<file path="src/rtl/sbox_sched.sv">
// sbox_sched: time-multiplexes four shared S-box lanes between a 128-bit
// round SubBytes requester (4 beats) and a 32-bit key SubWord requester
// (1 beat). Each beat is one ISSUE cycle (lanes enabled) followed by one
// CAPTURE cycle (lane results stored). Completed results are pulsed once
// and then held until the next job of the same type completes.
module sbox_sched #(
  parameter int ARB_MODE = 0  // 0: round-robin, 1: key has strict priority
) (
  input  logic         clk,
  input  logic         rst,
  input  logic         rnd_req_valid,
  input  logic [127:0] rnd_req_data,
  output logic         rnd_req_ready,
  output logic         rnd_resp_valid,
  output logic [127:0] rnd_resp_data,
  input  logic         key_req_valid,
  output logic         key_req_ready,
  input  logic [31:0]  key_req_data,
  output logic         key_resp_valid,
  output logic [31:0]  key_resp_data,
  output logic [31:0]  sb_in,
  output logic         sb_en,
  input  logic [31:0]  sb_out,
  output logic         busy
);

  typedef enum logic [1:0] {
    IDLE    = 2'd0,
    ISSUE   = 2'd1,
    CAPTURE = 2'd2,
    DONE    = 2'd3
  } state_t;

  localparam logic KEY_PRIO = (ARB_MODE != 32'sd0);

  state_t       state_r, state_s;
  logic         job_key_r;       // 1 = current job is a key SubWord
  logic [127:0] job_data_r;      // latched request data
  logic [1:0]   beat_r;          // beat being processed
  logic         last_key_r;      // 1 = previous grant went to key
  logic [95:0]  rnd_acc_r;       // round beats 0..2 collected before commit
  logic [127:0] rnd_res_r;
  logic [31:0]  key_res_r;
  logic [31:0]  sb_in_r;
  logic         busy_r, sb_en_r, rnd_resp_valid_r, key_resp_valid_r;
  logic         grant_key_s, grant_rnd_s, last_beat_s;
  logic [1:0]   beat_next_s;

  // Arbitration: only in IDLE and out of reset; at most one grant.
  always_comb begin
    grant_key_s = 1'b0;
    grant_rnd_s = 1'b0;
    if ((state_r == IDLE) && !rst) begin
      if (key_req_valid && rnd_req_valid) begin
        if (KEY_PRIO || !last_key_r) begin
          grant_key_s = 1'b1;
        end else begin
          grant_rnd_s = 1'b1;
        end
      end else if (key_req_valid) begin
        grant_key_s = 1'b1;
      end else if (rnd_req_valid) begin
        grant_rnd_s = 1'b1;
      end else begin
        grant_key_s = 1'b0;
        grant_rnd_s = 1'b0;
      end
    end else begin
      grant_key_s = 1'b0;
      grant_rnd_s = 1'b0;
    end
  end

  // Beat bookkeeping: a key job has one beat, a round job four.
  always_comb begin
    beat_next_s = beat_r + 2'd1;
    if (job_key_r) begin
      last_beat_s = 1'b1;
    end else begin
      last_beat_s = (beat_r == 2'd3);
    end
  end

  // Next-state logic for the IDLE/ISSUE/CAPTURE/DONE sequencer.
  always_comb begin
    state_s = state_r;
    case (state_r)
      IDLE: begin
        if (grant_key_s || grant_rnd_s) begin
          state_s = ISSUE;
        end else begin
          state_s = IDLE;
        end
      end
      ISSUE: state_s = CAPTURE;
      CAPTURE: begin
        if (last_beat_s) begin
          state_s = DONE;
        end else begin
          state_s = ISSUE;
        end
      end
      DONE: state_s = IDLE;
      default: state_s = IDLE;
    endcase
  end

  // State register.
  always_ff @(posedge clk) begin
    if (rst) begin
      state_r <= IDLE;
    end else begin
      state_r <= state_s;
    end
  end

  // Job latch, lane input word, beat counter and result registers.
  always_ff @(posedge clk) begin
    if (rst) begin
      job_key_r  <= 1'b0;
      job_data_r <= 128'd0;
      beat_r     <= 2'd0;
      last_key_r <= 1'b1;
      rnd_acc_r  <= 96'd0;
      rnd_res_r  <= 128'd0;
      key_res_r  <= 32'd0;
      sb_in_r    <= 32'd0;
    end else begin
      case (state_r)
        IDLE: begin
          if (grant_key_s) begin
            job_key_r  <= 1'b1;
            job_data_r <= {96'd0, key_req_data};
            beat_r     <= 2'd0;
            sb_in_r    <= key_req_data;
            last_key_r <= 1'b1;
          end else if (grant_rnd_s) begin
            job_key_r  <= 1'b0;
            job_data_r <= rnd_req_data;
            beat_r     <= 2'd0;
            sb_in_r    <= rnd_req_data[31:0];
            last_key_r <= 1'b0;
          end
        end
        CAPTURE: begin
          if (job_key_r) begin
            key_res_r <= sb_out;
          end else begin
            // The round result is committed whole on the last beat so the
            // visible result never shows a partially updated state.
            case (beat_r)
              2'd0: rnd_acc_r[31:0]  <= sb_out;
              2'd1: rnd_acc_r[63:32] <= sb_out;
              2'd2: rnd_acc_r[95:64] <= sb_out;
              2'd3: rnd_res_r        <= {sb_out, rnd_acc_r};
              default: rnd_acc_r     <= rnd_acc_r;
            endcase
          end
          if (!last_beat_s) begin
            beat_r  <= beat_next_s;
            sb_in_r <= job_data_r[{beat_next_s, 5'd0} +: 32];
          end
        end
        default: begin
          beat_r <= beat_r;
        end
      endcase
    end
  end

  // Status and strobe outputs registered from the next state.
  always_ff @(posedge clk) begin
    if (rst) begin
      busy_r           <= 1'b0;
      sb_en_r          <= 1'b0;
      rnd_resp_valid_r <= 1'b0;
      key_resp_valid_r <= 1'b0;
    end else begin
      busy_r           <= (state_s != IDLE);
      sb_en_r          <= (state_s == ISSUE);
      rnd_resp_valid_r <= (state_s == DONE) && !job_key_r;
      key_resp_valid_r <= (state_s == DONE) && job_key_r;
    end
  end

  assign rnd_req_ready  = grant_rnd_s;
  assign key_req_ready  = grant_key_s;
  assign rnd_resp_valid = rnd_resp_valid_r;
  assign rnd_resp_data  = rnd_res_r;
  assign key_resp_valid = key_resp_valid_r;
  assign key_resp_data  = key_res_r;
  assign sb_in          = sb_in_r;
  assign sb_en          = sb_en_r;
  assign busy           = busy_r;

endmodule
</file>
<file path="config.mk">
export PLATFORM = sky130hd
export DESIGN_NAME = sbox_sched
export DESIGN_NICKNAME = d
export VERILOG_FILES = /design/src/rtl/sbox_sched.sv
export SDC_FILE = /design/constraint.sdc
export NUM_CORES = 1
export LEC_CHECK = 0
export CORE_MARGIN = 2
export CORE_UTILIZATION = 45
export CTS_CLUSTER_DIAMETER = 60
export DETAILED_ROUTE_END_ITERATION = 6
export PLACE_DENSITY_LB_ADDON = 0.25
export SLEW_MARGIN = 20
export SYNTH_ARGS = -nofsm -noshare
export SYNTH_HDL_FRONTEND = slang
export SYNTH_SLANG_ARGS = --single-unit
</file>
<file path="constraint.sdc">
create_clock -name clk -period 2.5 [get_ports clk]
set_input_delay 0.375 -clock clk [delete_from_list [all_inputs] [get_ports clk]]
set_output_delay 0.375 -clock clk [all_outputs]
set_load 0.005 [all_outputs]
</file>
==> metrics.txt, run 1 <==
total grt overflow 0; final worst path period need 2.375 ns; total number of vias 15040; CTS H-Tree Depth 2; leak pwr 7.390 nW; status finished, final reports clean; vias in the first global route 14680; drt wl/cell 18.44 µm; largest net degree at the start of global routing 229; Pre-Repair DR Iteration Count 6; CP Max Fanout 6; Area growth, synth to finish 35.53%; Rows 69; final-report hold violation count 0; nets 2465; total power 15.03 mW; crit start category flop; setup repair after global routing missed its margin no; pwr dens 687.1 mW/mm²; worst path required time 2.12 ns; Reg2Reg Depth 6; Synth async-reset ratio 0%; Synth Warn # 0; CP Capture Point rnd_req_ready; Synth Net Count 2155; I/O pins 394; dominant cells by area after synthesis dfxtp_1 (53%), nand2_1 (16%), a21oi_1 (10%), mux4_2 (4.5%), clkbuf_1 (2.5%); Worst R2R Setup Slack 0.35 ns; MaxCap Viol Count 0; first-pass GRT wire length 79.47 mm; Arr. time, crit path 2.00 ns; clock transition at the registers of the reported paths 0.06 ns; IO buf count 393; DRC 0; worst reg2reg path startpoint state_r[1]; sequential power share 47.5%; Worst setup EP type primary output; # setup viols final 0; clock skew 0.01847 ns; core area 0.03548 mm²; period utilisation layout 94.99%; Sink Count 426; register area share after synthesis 52.84%; Fin Setup TNS 0 ns; most instantiated library cell after synthesis nand2_1; post-route ant nets 0; layout cells sized above 1 6.937%; # hold bufs at CTS 0; Comb power frac 9.8%; mapped cell area 0.01614 mm²; Peak VDD IR 0.4989 mV; gpl congestion 0.8776; Clk Latency, worst-skew pair 0.54 ns; relative slew slack 28.86%; share of the synthesized area in the top cell type 52.84%; post-synthesis cell type count 35; overall global routing resource usage 26.26%; die extent in y 193.4 µm; Most used DFF post-synth dfxtp_1; post-CTS sizing 0; Worst Tran Pin Value 1.067 ns; f_max 0.4211 GHz; area of placed instances 0.02045 mm²; initial core utilization 45.49%; r2r endpoint job_data_r[9]; synth cell count leaders nand2_1 (679), dfxtp_1 (426), a21oi_1 (322), clkbuf_1 (108), nor2_1 (103); worst min-delay path category in2reg; internal power 11.48 mW; Setup Buffers After CTS 0; #FFs+latches synth 426; Yosys top cell by area dfxtp_1; via/cell ratio 5.451; Clock Tree Buf Depth 3; total CTS buffers 45; final WL 50.89 mm; Psw 3.549 mW; CTS tree yes; Avg Cell Area, Syn 8.256 µm²; Root Driver clkbuf_16; initial antenna violation count 9; critical path type reg2out; die footprint 0.03740 mm²; cell count after synthesis 1955; count of pins over their slew limit 0; DR iter-0 viols 1009; sw frac 23.61%; Design Area, Final 0.02187 mm²; hpwl dp 33.20 mm; Clk network pwr share 42.7%; EDFF count, synth 0; Die Width 193.4 µm; CP startpoint state_r[1]
## sequential cells by signal (all words and copies together), names as in the netlist
name / count
last_key_r: 1
sb_in: 32
state_r: 2
busy: 1
key_resp_valid: 1
rnd_resp_data: 128
beat_r: 2
key_resp_data: 32
rnd_resp_valid: 1
job_data_r: 128
job_key_r: 1
sb_en: 1
rnd_acc_r: 96
## kinds of logic (layout without fill, tap and decap cells)
logic type	count (synthesis)	in the layout	share of synthesized area (%)
AO/OA/AOI/OAI	458	458	16.71
adder cells (fa/ha/maj)	4	4	0.3101
buffers and inverters	171	508	4.450
flip-flops	426	426	52.84
multiplexers	34	34	4.597
other	0	7	0
AND/OR/NAND/NOR	862	862	21.09
## critical path: stages, from the launching register on
cell and delay (ns):
dfxtp_1 0.38, nor3_4 0.28, nand3_2 0.16, inv_2 0.11
clkdlybuf4s50_1 0.52
## through the flow
stage	setup slack, ns	instances	hold WS, ns	utilization (%)
floorplan	0.1051	1955	0.4321	-
global placement	0.2555	2679	0.4361	57.64
detailed placement	0.2055	2679	0.4419	57.64
CTS	0.1051	2753	0.3638	61.60
global route	0.03036	2759	0.3628	61.64
finish	0.1254	2760	0.3839	61.65
## power by group through the flow
stage / logic [mW] / registers, mW / clock network (mW)
finish: 1.48 / 7.14 / 6.41
global route: 1.59 / 7.16 / 6.80
CTS: 1.47 / 7.14 / 6.52
detailed placement: 1.47 / 7.28 / 0
global placement: 1.44 / 7.28 / 0
floorplan: 0.699 / 7.24 / 0
## worst min path at each step
| stage | end | slack, ns | cells past startpoint | from |
|---|---|---|---|---|
| after global placement | rnd_resp_data[44] | 0.44 | 2 | rnd_acc_r[44] |
| after detailed placement | rnd_resp_data[92] | 0.44 | 2 | rnd_acc_r[92] |
| final | job_data_r[102] | 0.38 | 3 | rnd_req_data[102] |
| after floorplan | rnd_resp_data[0] | 0.43 | 2 | rnd_acc_r[0] |
| after CTS | job_data_r[60] | 0.36 | 3 | rnd_req_data[60] |
| after global routing | job_data_r[103] | 0.36 | 3 | rnd_req_data[103] |
## cell type report
cell class / count / area [µm²]
fillers: 3130 / 13610
repair buffers: 429 / 4372
inverters: 5 / 18.77
flip-flops and latches: 426 / 8529
well taps: 461 / 576.8
multi-input cells: 1358 / 6954
clock inverters: 10 / 118.9
clock buffers: 64 / 1287
diodes: 7 / 17.52
## metal layers
metal	part of all wire (%)	global-route usage, %
met4	3.7	11.54
met1	38	30.92
met5	0.049	0
met3	9.4	6.886
met2	48	45.03
## placed cells by master, fill, tap and decap left out, drive strengths merged
master / n
mux2i: 1
a31oi: 33
a21oi: 322
or3: 1
clkinvlp: 3
nor3: 33
nor2: 103
a21o: 1
a21boi: 1
nor3b: 1
clkdlybuf4s50: 392
a22oi: 32
o21ai: 2
ha: 4
a211oi: 34
inv: 7
clkbuf: 64
and3: 32
nand2: 679
and2: 5
a311oi: 32
clkinv: 3
dfxtp: 426
bufinv: 2
mux2: 1
mux4: 32
nand3: 1
buf: 37
diode: 7
o32ai: 1
nand2b: 6
nor2b: 1
Power figures use the tool's default switching activity.
==> run 2: changes to the inputs <==
SKIP_CTS_REPAIR_TIMING = 1   (was unset)
==> results of run 2 <==
The final DEF is identical to that of run 1; final timing and power are the same.
==> run 3: changes to the inputs <==
CORE_UTILIZATION = 57   (was 45)
DONT_BUFFER_PORTS = 1   (was unset)
PLACE_DENSITY = 0.84   (was unset)
PLACE_DENSITY_LB_ADDON = unset   (was 0.25)
REMOVE_ABC_BUFFERS = 1   (was unset)
==> run 3 against run 2 <==
  * Register-to-register slack worse by 0.27 ns
  * Clock power is 3% higher
  * Largest cell class unchanged
  * Global-route usage is 2.6 points higher
  * The flow now finishes with violations (DRC, hold timing)
  * Sequential cell count stayed put
  * Combinational power is 25% lower
  * Worst hold slack worse by 0.41 ns
  * First-iteration DRC count is 51% higher
  * Power is 1.0% lower
  * Cell count is 12% lower
  * Setup slack worse by 0.080 ns
==> metrics.txt, run 3 (synthesis gave the netlist of run 1 again) <==
DR iter-0 viols 1522; failing checks DRC, hold timing; IO buf count 0; initial core utilization 57.94%; Design Area, Final 0.01918 mm²; initial antenna violation count 8; total CTS buffers 43; Area growth, synth to finish 18.84%; Clk Latency, worst-skew pair 0.54 ns; Root Driver clkbuf_16; nets 2200; die footprint 0.02968 mm²; # setup viols final 0; final worst path period need 2.455 ns; Die Width 172.3 µm; DRC 24; Placed Cells 2201; post-route ant nets 0; Worst R2R Setup Slack 0.08 ns; count of pins over their slew limit 0; period utilisation layout 98.18%; clock skew 0.01950 ns; Hold EP rnd_acc_r[89]; Pre-Repair DR Iteration Count 7; total number of vias 15220; largest net degree at the start of global routing 363; pwr dens 775.5 mW/mm²; fin util 68.85%; Worst setup EP type primary output; Arr. time, crit path 2.08 ns; gpl congestion 0.8632; I/O pins 394; most frequent cells in the layout nand2_1 (677), dfxtp_1 (425), a21oi_1 (322), dlygate4sd3_1 (129), nor2_1 (102); hold path cells 2; Peak VDD IR 0.6867 mV; f_max 0.4074 GHz; vias in the first global route 13170; MaxCap Viol Count 0; status complete, but fails checks; drt wl/cell 22.01 µm; area of placed instances 0.01634 mm²; overall global routing resource usage 28.83%; via/cell ratio 6.297; Post-Layout Cell Count 2417; Rows 61; relative slew slack 27.43%; worst path required time 2.12 ns; CP Max Fanout 31; crit start category flop; CP startpoint state_r[1]; die extent in y 172.3 µm; core area 0.02786 mm²; total grt overflow 0; critical path type reg2out; clock transition at the registers of the reported paths 0.06 ns; CTS H-Tree Depth 2; CTS tree yes; leak pwr 6.632 nW; hpwl dp 27.47 mm; first-pass GRT wire length 67.70 mm; Clock Tree Buf Depth 3; Hold Crit Start sb_out[25]; worst min-delay path category in2reg; r2r endpoint rnd_resp_data[115]; most common cell after layout, fill and taps aside nand2_1; worst reg2reg path startpoint state_r[1]; WHS -0.02216 ns; Reg2Reg Depth 7; final-report hold violation count 5; Sink Count 426; final WL 53.19 mm; Worst Tran Pin Value 1.085 ns; layout cells sized above 1 8.026%
run 3: critical path, stage by stage, from the launching register on:
cell and delay, ns:
dfxtp_1 0.38, nor3_4 0.37, buf_6 0.29, nand2_2 0.10
buf_4 0.27, inv_1 0.12
run 3: through the flow:
stage	TNS (ns)	setup slack (ns)	power (mW)
6_report	0	0.04550	14.88
5_1_grt	-0.04691	-0.01997	15.26
4_1_cts	0	0.01033	14.55
3_5_place_dp	0	0.4393	8.105
3_3_place_gp	0	0.5090	8.060
2_1_floorplan	-552.95	-1.975	7.823
run 3: area by class of cell:
cell class / count / area, µm²
fill: 1927 / 8677
sequential: 426 / 8529
multi-input combinational: 1358 / 6959
timing repair buffer: 166 / 1725
clock buffer: 63 / 1282
tap: 378 / 473.0
clock inverter: 13 / 172.7
antenna: 8 / 20.02
inverter: 5 / 18.77
run 3: worst max path at each step:
stage / slack [ns] / cells after the start / endpoint
4_1_cts: 0.01 / 5 / key_req_ready
3_5_place_dp: 0.44 / 6 / sb_in[17]
5_1_grt: -0.02 / 5 / key_req_ready
6_report: 0.05 / 5 / key_req_ready
2_1_floorplan: -1.98 / 4 / rnd_resp_data[0]
3_3_place_gp: 0.51 / 6 / job_data_r[7]
run 3: metal layers:
| layer | global-route usage, % | routed length, µm | vias up |
|---|---|---|---|
| met5 | 0 | 82 | - |
| met4 | 15.02 | 2964 | 4 |
| met3 | 10.03 | 7284 | 270 |
| met2 | 49.07 | 25030 | 1177 |
| met1 | 31.87 | 17830 | 7099 |
| li1 | - | - | 6670 |
run 3: report_power, final:
part	switching (mW)	internal, mW	total [mW]	leakage, nW
Combinational	0.685	0.425	1.11	2.46
Sequential	0.169	7.00	7.17	3.46
Clock	2.71	3.88	6.59	0.713
Total	3.56	11.3	14.9	6.63
